--- config.mk ---
export PLATFORM = sky130hd
export DESIGN_NAME = fpu_axis_pipe_flat
export DESIGN_NICKNAME = d
export VERILOG_FILES = /design/src/rtl/fpu_axis_pipe_if.sv /design/src/rtl/fpu_axis_pipe.sv /design/src/flat_wrapper.sv
export SDC_FILE = /design/constraint.sdc
export NUM_CORES = 1
export LEC_CHECK = 0
export ABC_AREA = 1
export CORE_MARGIN = 2
export CORE_UTILIZATION = 55
export DETAILED_ROUTE_END_ITERATION = 12
export HOLD_SLACK_MARGIN = 0.02
export PLACE_DENSITY = 0.85
export SLEW_MARGIN = 10
export SYNTH_ARGS = -nofsm -noshare
export SYNTH_HDL_FRONTEND = slang
export SYNTH_SLANG_ARGS = --single-unit
--- constraint.sdc ---
create_clock -name clk -period 8.2 [get_ports clk]
set_input_delay 1.64 -clock clk [delete_from_list [all_inputs] [get_ports clk]]
set_output_delay 1.64 -clock clk [all_outputs]
set_load 0.01 [all_outputs]
--- src/rtl/fpu_axis_pipe_if.sv ---
// Request, IP-side AXI-Stream and response signals of fpu_axis_pipe.
// slave is the wrapper's view, master is the surrounding logic's view.
interface fpu_axis_pipe_if #(
  parameter int DATA_W = 32,
  parameter int TAG_W  = 5
);
  logic              req_valid;
  logic              req_ready;
  logic [DATA_W-1:0] req_a;
  logic [DATA_W-1:0] req_b;
  logic              req_neg_b;
  logic [TAG_W-1:0]  req_tag;

  logic [DATA_W-1:0] m_axis_a_tdata;
  logic              m_axis_a_tvalid;
  logic              m_axis_a_tready;
  logic [DATA_W-1:0] m_axis_b_tdata;
  logic              m_axis_b_tvalid;
  logic              m_axis_b_tready;

  logic [DATA_W-1:0] s_axis_result_tdata;
  logic              s_axis_result_tvalid;
  logic              s_axis_result_tready;

  logic              rsp_valid;
  logic              rsp_ready;
  logic [DATA_W-1:0] rsp_data;
  logic [TAG_W-1:0]  rsp_tag;

  modport slave (
    input  req_valid, req_a, req_b,
    input  req_neg_b, req_tag,
    output req_ready,
    output m_axis_a_tdata, m_axis_a_tvalid,
    input  m_axis_a_tready,
    output m_axis_b_tdata, m_axis_b_tvalid,
    input  m_axis_b_tready,
    input  s_axis_result_tdata,
    input  s_axis_result_tvalid,
    output s_axis_result_tready,
    output rsp_valid, rsp_data, rsp_tag,
    input  rsp_ready
  );

  modport master (
    output req_valid, req_a, req_b,
    output req_neg_b, req_tag,
    input  req_ready,
    input  m_axis_a_tdata, m_axis_a_tvalid,
    output m_axis_a_tready,
    input  m_axis_b_tdata, m_axis_b_tvalid,
    output m_axis_b_tready,
    output s_axis_result_tdata,
    output s_axis_result_tvalid,
    input  s_axis_result_tready,
    input  rsp_valid, rsp_data, rsp_tag,
    output rsp_ready
  );
endinterface

--- src/rtl/fpu_axis_pipe.sv ---
// Pipelined, tagged client wrapper for a two-operand AXI-Stream FP core.
// Credits bound the ops in flight so the result FIFO can never overflow.
module fpu_axis_pipe #(
  parameter int DATA_W = 32,
  parameter int TAG_W  = 5,
  parameter int DEPTH  = 4
) (
  input  logic                   clk,
  input  logic                   rst,
  fpu_axis_pipe_if.slave         io,
  output logic [$clog2(DEPTH):0] inflight,
  output logic                   busy,
  output logic                   err
);
  localparam int PW = $clog2(DEPTH);
  localparam int CW = PW + 1;

  logic              a_vld;
  logic              b_vld;
  logic [DATA_W-1:0] a_dat;
  logic [DATA_W-1:0] b_dat;
  logic [DATA_W-1:0] b_next;
  logic              s_rdy;

  logic              a_free;
  logic              b_free;
  logic              acc;
  logic              res_hs;
  logic              res_push;
  logic              rsp_hs;
  logic              tag_has;

  logic [TAG_W-1:0]  tag_mem [DEPTH];
  logic [PW-1:0]     t_wr;
  logic [PW-1:0]     t_rd;
  logic [CW-1:0]     t_cnt;

  logic [DATA_W-1:0] r_data [DEPTH];
  logic [TAG_W-1:0]  r_tag  [DEPTH];
  logic [PW-1:0]     r_wr;
  logic [PW-1:0]     r_rd;
  logic [CW-1:0]     r_cnt;

  assign a_free = ~a_vld | io.m_axis_a_tready;
  assign b_free = ~b_vld | io.m_axis_b_tready;

  // A freed credit only becomes usable the cycle after the drain.
  assign io.req_ready = (inflight < CW'(DEPTH))
                      & a_free & b_free;

  assign acc      = io.req_valid & io.req_ready;
  assign res_hs   = io.s_axis_result_tvalid & s_rdy;
  assign tag_has  = t_cnt != '0;
  assign res_push = res_hs & tag_has;

  assign io.rsp_valid = r_cnt != '0;
  assign rsp_hs       = io.rsp_valid & io.rsp_ready;
  assign io.rsp_data  = io.rsp_valid ? r_data[r_rd] : '0;
  assign io.rsp_tag   = io.rsp_valid ? r_tag[r_rd] : '0;

  assign b_next = io.req_neg_b
    ? {~io.req_b[DATA_W-1], io.req_b[DATA_W-2:0]}
    : io.req_b;

  assign io.m_axis_a_tdata  = a_dat;
  assign io.m_axis_a_tvalid = a_vld;
  assign io.m_axis_b_tdata  = b_dat;
  assign io.m_axis_b_tvalid = b_vld;
  assign io.s_axis_result_tready = s_rdy;

  assign busy = (inflight != '0) | a_vld | b_vld;

  always_ff @(posedge clk) begin
    if (rst) begin
      a_vld    <= 1'b0;
      b_vld    <= 1'b0;
      a_dat    <= '0;
      b_dat    <= '0;
      s_rdy    <= 1'b0;
      inflight <= '0;
      err      <= 1'b0;
      t_wr     <= '0;
      t_rd     <= '0;
      t_cnt    <= '0;
      r_wr     <= '0;
      r_rd     <= '0;
      r_cnt    <= '0;
    end else begin
      s_rdy <= 1'b1;

      if (acc) begin
        a_vld <= 1'b1;
        a_dat <= io.req_a;
      end else if (io.m_axis_a_tready) begin
        a_vld <= 1'b0;
      end

      if (acc) begin
        b_vld <= 1'b1;
        b_dat <= b_next;
      end else if (io.m_axis_b_tready) begin
        b_vld <= 1'b0;
      end

      inflight <= inflight + CW'(acc) - CW'(rsp_hs);
      t_cnt    <= t_cnt + CW'(acc) - CW'(res_push);
      r_cnt    <= r_cnt + CW'(res_push) - CW'(rsp_hs);

      if (acc)      t_wr <= t_wr + PW'(1);
      if (res_push) t_rd <= t_rd + PW'(1);
      if (res_push) r_wr <= r_wr + PW'(1);
      if (rsp_hs)   r_rd <= r_rd + PW'(1);

      if (res_hs && !tag_has) err <= 1'b1;
    end
  end

  always_ff @(posedge clk) begin
    if (acc) tag_mem[t_wr] <= io.req_tag;
    if (res_push) begin
      r_data[r_wr] <= io.s_axis_result_tdata;
      r_tag[r_wr]  <= tag_mem[t_rd];
    end
  end
endmodule

--- src/flat_wrapper.sv ---
// flat-port wrapper written by rule: the top's interface ports become plain ports
module fpu_axis_pipe_flat 
#(
  parameter int DATA_W = 32,
  parameter int TAG_W  = 5,
  parameter int DEPTH  = 4
)
  (clk, rst, inflight, busy, err, io_req_valid, io_req_a, io_req_b, io_req_neg_b, io_req_tag, io_req_ready, io_m_axis_a_tdata, io_m_axis_a_tvalid, io_m_axis_a_tready, io_m_axis_b_tdata, io_m_axis_b_tvalid, io_m_axis_b_tready, io_s_axis_result_tdata, io_s_axis_result_tvalid, io_s_axis_result_tready, io_rsp_valid, io_rsp_data, io_rsp_tag, io_rsp_ready);
  fpu_axis_pipe_if #(.DATA_W(DATA_W), .TAG_W(TAG_W)) io_i ();
  input  logic clk;
  input  logic rst;
  output logic [$clog2(DEPTH):0] inflight;
  output logic busy;
  output logic err;
  input wire logic [$bits(io_i.req_valid)-1:0] io_req_valid;
  input wire logic [$bits(io_i.req_a)-1:0] io_req_a;
  input wire logic [$bits(io_i.req_b)-1:0] io_req_b;
  input wire logic [$bits(io_i.req_neg_b)-1:0] io_req_neg_b;
  input wire logic [$bits(io_i.req_tag)-1:0] io_req_tag;
  output wire logic [$bits(io_i.req_ready)-1:0] io_req_ready;
  output wire logic [$bits(io_i.m_axis_a_tdata)-1:0] io_m_axis_a_tdata;
  output wire logic [$bits(io_i.m_axis_a_tvalid)-1:0] io_m_axis_a_tvalid;
  input wire logic [$bits(io_i.m_axis_a_tready)-1:0] io_m_axis_a_tready;
  output wire logic [$bits(io_i.m_axis_b_tdata)-1:0] io_m_axis_b_tdata;
  output wire logic [$bits(io_i.m_axis_b_tvalid)-1:0] io_m_axis_b_tvalid;
  input wire logic [$bits(io_i.m_axis_b_tready)-1:0] io_m_axis_b_tready;
  input wire logic [$bits(io_i.s_axis_result_tdata)-1:0] io_s_axis_result_tdata;
  input wire logic [$bits(io_i.s_axis_result_tvalid)-1:0] io_s_axis_result_tvalid;
  output wire logic [$bits(io_i.s_axis_result_tready)-1:0] io_s_axis_result_tready;
  output wire logic [$bits(io_i.rsp_valid)-1:0] io_rsp_valid;
  output wire logic [$bits(io_i.rsp_data)-1:0] io_rsp_data;
  output wire logic [$bits(io_i.rsp_tag)-1:0] io_rsp_tag;
  input wire logic [$bits(io_i.rsp_ready)-1:0] io_rsp_ready;
  assign io_i.req_valid = io_req_valid;
  assign io_i.req_a = io_req_a;
  assign io_i.req_b = io_req_b;
  assign io_i.req_neg_b = io_req_neg_b;
  assign io_i.req_tag = io_req_tag;
  assign io_req_ready = io_i.req_ready;
  assign io_m_axis_a_tdata = io_i.m_axis_a_tdata;
  assign io_m_axis_a_tvalid = io_i.m_axis_a_tvalid;
  assign io_i.m_axis_a_tready = io_m_axis_a_tready;
  assign io_m_axis_b_tdata = io_i.m_axis_b_tdata;
  assign io_m_axis_b_tvalid = io_i.m_axis_b_tvalid;
  assign io_i.m_axis_b_tready = io_m_axis_b_tready;
  assign io_i.s_axis_result_tdata = io_s_axis_result_tdata;
  assign io_i.s_axis_result_tvalid = io_s_axis_result_tvalid;
  assign io_s_axis_result_tready = io_i.s_axis_result_tready;
  assign io_rsp_valid = io_i.rsp_valid;
  assign io_rsp_data = io_i.rsp_data;
  assign io_rsp_tag = io_i.rsp_tag;
  assign io_i.rsp_ready = io_rsp_ready;
  fpu_axis_pipe #(.DATA_W(DATA_W), .TAG_W(TAG_W), .DEPTH(DEPTH)) u_core (.clk(clk), .rst(rst), .io(io_i), .inflight(inflight), .busy(busy), .err(err));
endmodule
**Yosys cells after proc, flatten, opt, wreduce, memory -nomap -nowiden**

Memories as Yosys holds them, arrays and structs flattened. A register that Yosys moved wholly into a read port is not among the register bits.
Index checks and enable logic that the tools add are counted.

- Add/sub/neg operators: 10
- $lt $le $gt $ge: 1
- Mux-type cells: 18
- Bitwise logic cells: 13
- Reduce and logical (&&, ||, !) cells: 7

Operator list:

| kind | count |
|---|---|
| $mux 32 | 2 |
| $mux 2 | 6 |
| $add 3x1->3 | 3 |
| $mux 1 | 9 |
| $reduce_bool 3->1 | 3 |
| $sub 3x1->3 | 3 |
| $add 2x1->2 const B | 4 |
| $and 1x1->1 | 6 |
| $mux 5 | 1 |
| $or 1x1->1 | 4 |
| $reduce_bool 2->1 | 2 |
| $lt 3x3->1 const B | 1 |
| $not 1->1 | 3 |
| $logic_and 1x1->1 | 1 |
| $logic_not 1->1 | 1 |

- Register bits: 85
- RAM bits: 168
- Input port bits: 109
- Output and inout bits: 111
- Logic and storage cells: 65
- Memories: 3

Memory list:

| name | depth | bits a word | read ports | clocked after Yosys merged registers in | wr ports | line | source |
|---|---|---|---|---|---|---|---|
| u_core.r_data | 4 | 32 | 1 | 1 | 1 | fpu_axis_pipe.sv:38 | `logic [DATA_W-1:0] r_data [DEPTH];` |
| u_core.r_tag | 4 | 5 | 1 | 1 | 1 | fpu_axis_pipe.sv:39 | `logic [TAG_W-1:0] r_tag [DEPTH];` |
| u_core.tag_mem | 4 | 5 | 1 | 1 | 1 | fpu_axis_pipe.sv:33 | `logic [TAG_W-1:0] tag_mem [DEPTH];` |

**Logic depth before layout (Yosys ltp)**

- Word-level depth: 7
- Depth in mapped cells: 11
- Depth with buffers taken out: 11

**Worst setup path before layout**

OpenSTA, ideal clock, no wires.

- Kind: input to register
- Start point: input io_s_axis_result_tvalid
- End point: memory u_core.r_data[0][0] (enable)
- Library setup time: 431 ps
- Data arrival time: 3,431 ps
- Required time: 7,769 ps
- Path slack: 4,338 ps
- Stages: 4
- Path buffers: 0
- Path through: nand2_1 -> inv_1 -> nand2_2 -> nor2_1

- Cells in the longest elaborated chain, start to end: 4

RTL lines:

| element | line | source |
|---|---|---|
| start: declaration | flat_wrapper.sv:28 | `input wire logic [$bits(io_i.s_axis_result_tvalid)-1:0] io_s_axis_result_tvalid;` |
| $and 1x1->1 | fpu_axis_pipe.sv:52 | `assign res_hs = io.s_axis_result_tvalid & s_rdy;` |
| $and 1x1->1 | fpu_axis_pipe.sv:54 | `assign res_push = res_hs & tag_has;` |
| $mux 1 | fpu_axis_pipe.sv:120 | `if (res_push) begin` |
| $mux 1 (implied by the code) | fpu_axis_pipe.sv:121 | `r_data[r_wr] <= io.s_axis_result_tdata;` |
| end: declaration | fpu_axis_pipe.sv:38 |  |

No other way between the ends.

**Worst setup path in the final report**

- Start point: input io_m_axis_b_tready
- End point: output io_req_ready

- Cells in the longest elaborated chain, start to end: 2

RTL lines:

| element | line | source |
|---|---|---|
| start: declaration | flat_wrapper.sv:26 | `input wire logic [$bits(io_i.m_axis_b_tready)-1:0] io_m_axis_b_tready;` |
| $or 1x1->1 | fpu_axis_pipe.sv:45 | `assign b_free = ~b_vld \| io.m_axis_b_tready;` |
| $and 1x1->1 | fpu_axis_pipe.sv:49 | `& a_free & b_free;` |
| end: declaration | flat_wrapper.sv:20 | `output wire logic [$bits(io_i.req_ready)-1:0] io_req_ready;` |

No other way between the ends.

==> results.txt <==
Status = finished, final reports clean
Clock skew = 0.008317 ns
Max VDD drop = 0.1792 mV
Vias = 7953
PortBufs = 219
Ratio of cells with drive above 1 in the final layout = 5.391%
Total I/O pin count = 220
Routability-driven placement congestion ratio = 0.7831
Gr ovfl total = 0
Routed wire length = 24300 um
Die area = 0.02027 mm^2
Initial Util = 56.10%
FMAX = 191.8 MHz
Mean Syn Cell Area = 9.858 um^2
Worst path required time = 6.56 ns
Initial DRT Pass Iterations = 4
Final cycle utilization of the critical path = 63.58%
Vias in the first global route = 7951
H-tree Lvls = 1
Nets@finish = 1386
Die H = 142.4 um
Cell Area, Synth = 0.01053 mm^2
Max_slew headroom = 30.59%
Crit path max fanout = 68
Worst path bufs/invs = 5
Cell Rows = 50
CTS Hold Bufs = 0
Worst slew pin tran = 1.041 ns
Total CTS buffers = 25
Vias/cell = 5.253
Clk slew on worst S/H paths = 0.06 ns
YS warnings = 0
Die Span X = 142.4 um
Fin area = 0.01356 mm^2
Antenna-violating nets left = 0
Max Slew Vio Count = 0
Fin cells = 1514
Post-DP Area = 0.01280 mm^2
CTS tree = built
Synthesis-to-finish area growth = 28.83%
GRT Overall Usage = 23.70%
Diodes inserted = 0
DRC Markers = 0
Setup Fix Bufs, Post-CTS = 0
Unrepaired setup endpoints after global routing = no
First-iteration detailed-routing DRC count = 463
Leakage power = 5.325 nW
Worst-Skew Late Latency = 0.51 ns
Register bit total from synthesis = 257
Cells after DPL = 1469
Post-cts resize count = 0
Setup ws final = 2.987 ns
Final hold vios = 0
Final min period = 5.213 ns
Crit Path Category = in2out
Max-Cap Viols = 0
Design Power = 3.947 mW
HPWL after detailed placement = 15530 um
Clock Tree Root = clkbuf_16
Slowest-stage cell, CP = buf_4
Max clock buf depth = 3
P per Cell Area = 291.0 mW/mm^2
Cells after Synth = 1068
Initial antenna violation count = 0
Clk sinks = 257
Worst setup SP type = input pin
Fin Setup TNS = 0 ns
Worst path max stage delay = 0.54 ns
CP Capture Type = output port
First-pass GRT wire length = 38010 um
Largest net degree at the start of global routing = 76
Post-placement setup slack = 2.990 ns
Min Hold Slack = 0.4653 ns
Core area = 0.01877 mm^2
Routed length per instance = 16.05 um
Seq/Total Area, Yosys = 64.84%
Synth cell types = 29
Arr. time, crit path = 3.57 ns
Critical path, cell by cell = clkdlybuf4s50_1 > inv_1 > nand2_2 > buf_4 > nand3_2 > inv_1 > clkdlybuf4s50_1
Final core utilization = 72.27%
Setup violators final = 0
Top delay family on crit path = buffers and inverters
Net Count, Synth = 1192
Hold Path Class = reg2reg
where the power goes:
part / internal [mW] / switching, mW / total [mW]
registers: 1.54 / 0.0702 / 1.61
clock network: 0.601 / 0.460 / 1.06
logic: 0.558 / 0.716 / 1.27
synthesized netlist by cell type, drive strengths merged:
cell	instances	area share [%]
o21ai	86	4.1
edfxtp	168	48
inv	106	3.8
buf	49	2.7
a21oi	44	2.1
clkbuf	14	0.50
fa	3	0.57
ha	12	1.4
dfxtp	89	17
o22ai	5	0.30
nand2	94	3.4
nor2	318	11
clkinv	1	0.036
nor3b	1	0.071
nand3	4	0.24
xor2	4	0.33
nand4	66	4.0
nor3	2	0.095
o21a	1	0.071
and3	1	0.059
path summary, 6_finish.rpt:
path / endpoint / start / cells after the start / slack [ns]
worst max-delay path: io_req_ready / io_m_axis_b_tready / 7 / 2.99
worst min-delay path: u_core.err / u_core.err / 1 / 0.47
worst min register to register: u_core.err / u_core.err / 1 / 0.47
worst max register to register: u_core.t_cnt[2] / u_core.io.m_axis_b_tvalid / 9 / 5.49
logic make-up (layout without fill, tap and decap cells):
kind of cell | count (synthesis) | after routing | share of synthesized area [%]
AO/OA/AOI/OAI | 136 | 136 | 6.548
AND/OR/NAND/NOR | 486 | 486 | 19.28
adder cells (fa/ha/maj) | 15 | 15 | 1.996
flip-flops | 257 | 257 | 64.84
XOR/XNOR | 4 | 4 | 0.3327
buffers and inverters | 170 | 382 | 7.011
registers in the layout, indices dropped and copies added, names as in the netlist, named ones only:
register and count:
u_core.inflight 3, u_core.t_wr 2, u_core.r_wr 2, u_core.io.m_axis_a_tdata 32, u_core.io.m_axis_a_tvalid 1, u_core.r_tag 20, u_core.io.s_axis_result_tready 1, u_core.t_rd 2
u_core.t_cnt 3, u_core.err 1, u_core.io.m_axis_b_tdata 32, u_core.io.m_axis_b_tvalid 1, u_core.tag_mem 20, u_core.r_data 128, u_core.r_rd 2, u_core.r_cnt 3
cell type report:
class                   instances  area (um^2)
fillers                      1288         5204
clock inverters                13        65.06
flip-flops and latches        257         6828
inverters                     107        401.6
clock buffers                  32        701.9
multi-input cells             641         3005
repair buffers                230         2270
well taps                     234        292.8
cells in the final DEF (no fill, tap or decap), types with 4 or more instances in the layout:
cell type / instances
nand4_1: 65
clkbuf_16: 25
edfxtp_1: 168
inv_1: 100
a21oi_1: 43
inv_2: 6
clkinv_1: 5
ha_1: 12
o22ai_1: 5
dfxtp_1: 88
nor2_1: 313
nor2_4: 5
clkinv_2: 6
clkdlybuf4s50_1: 218
buf_4: 11
clkbuf_8: 5
xor2_1: 4
o21ai_0: 85
nand2_1: 91
layer usage:
layer  GRT usage (%)  up-vias  routed length, um
li1                -     3915                  -
met1           26.38     3668               8759
met2           42.26      308              12200
met3           7.806       62               2554
met4           9.015        0                778
met5               0        -                  0
Note: power is estimated with default switching activity, not from simulation.
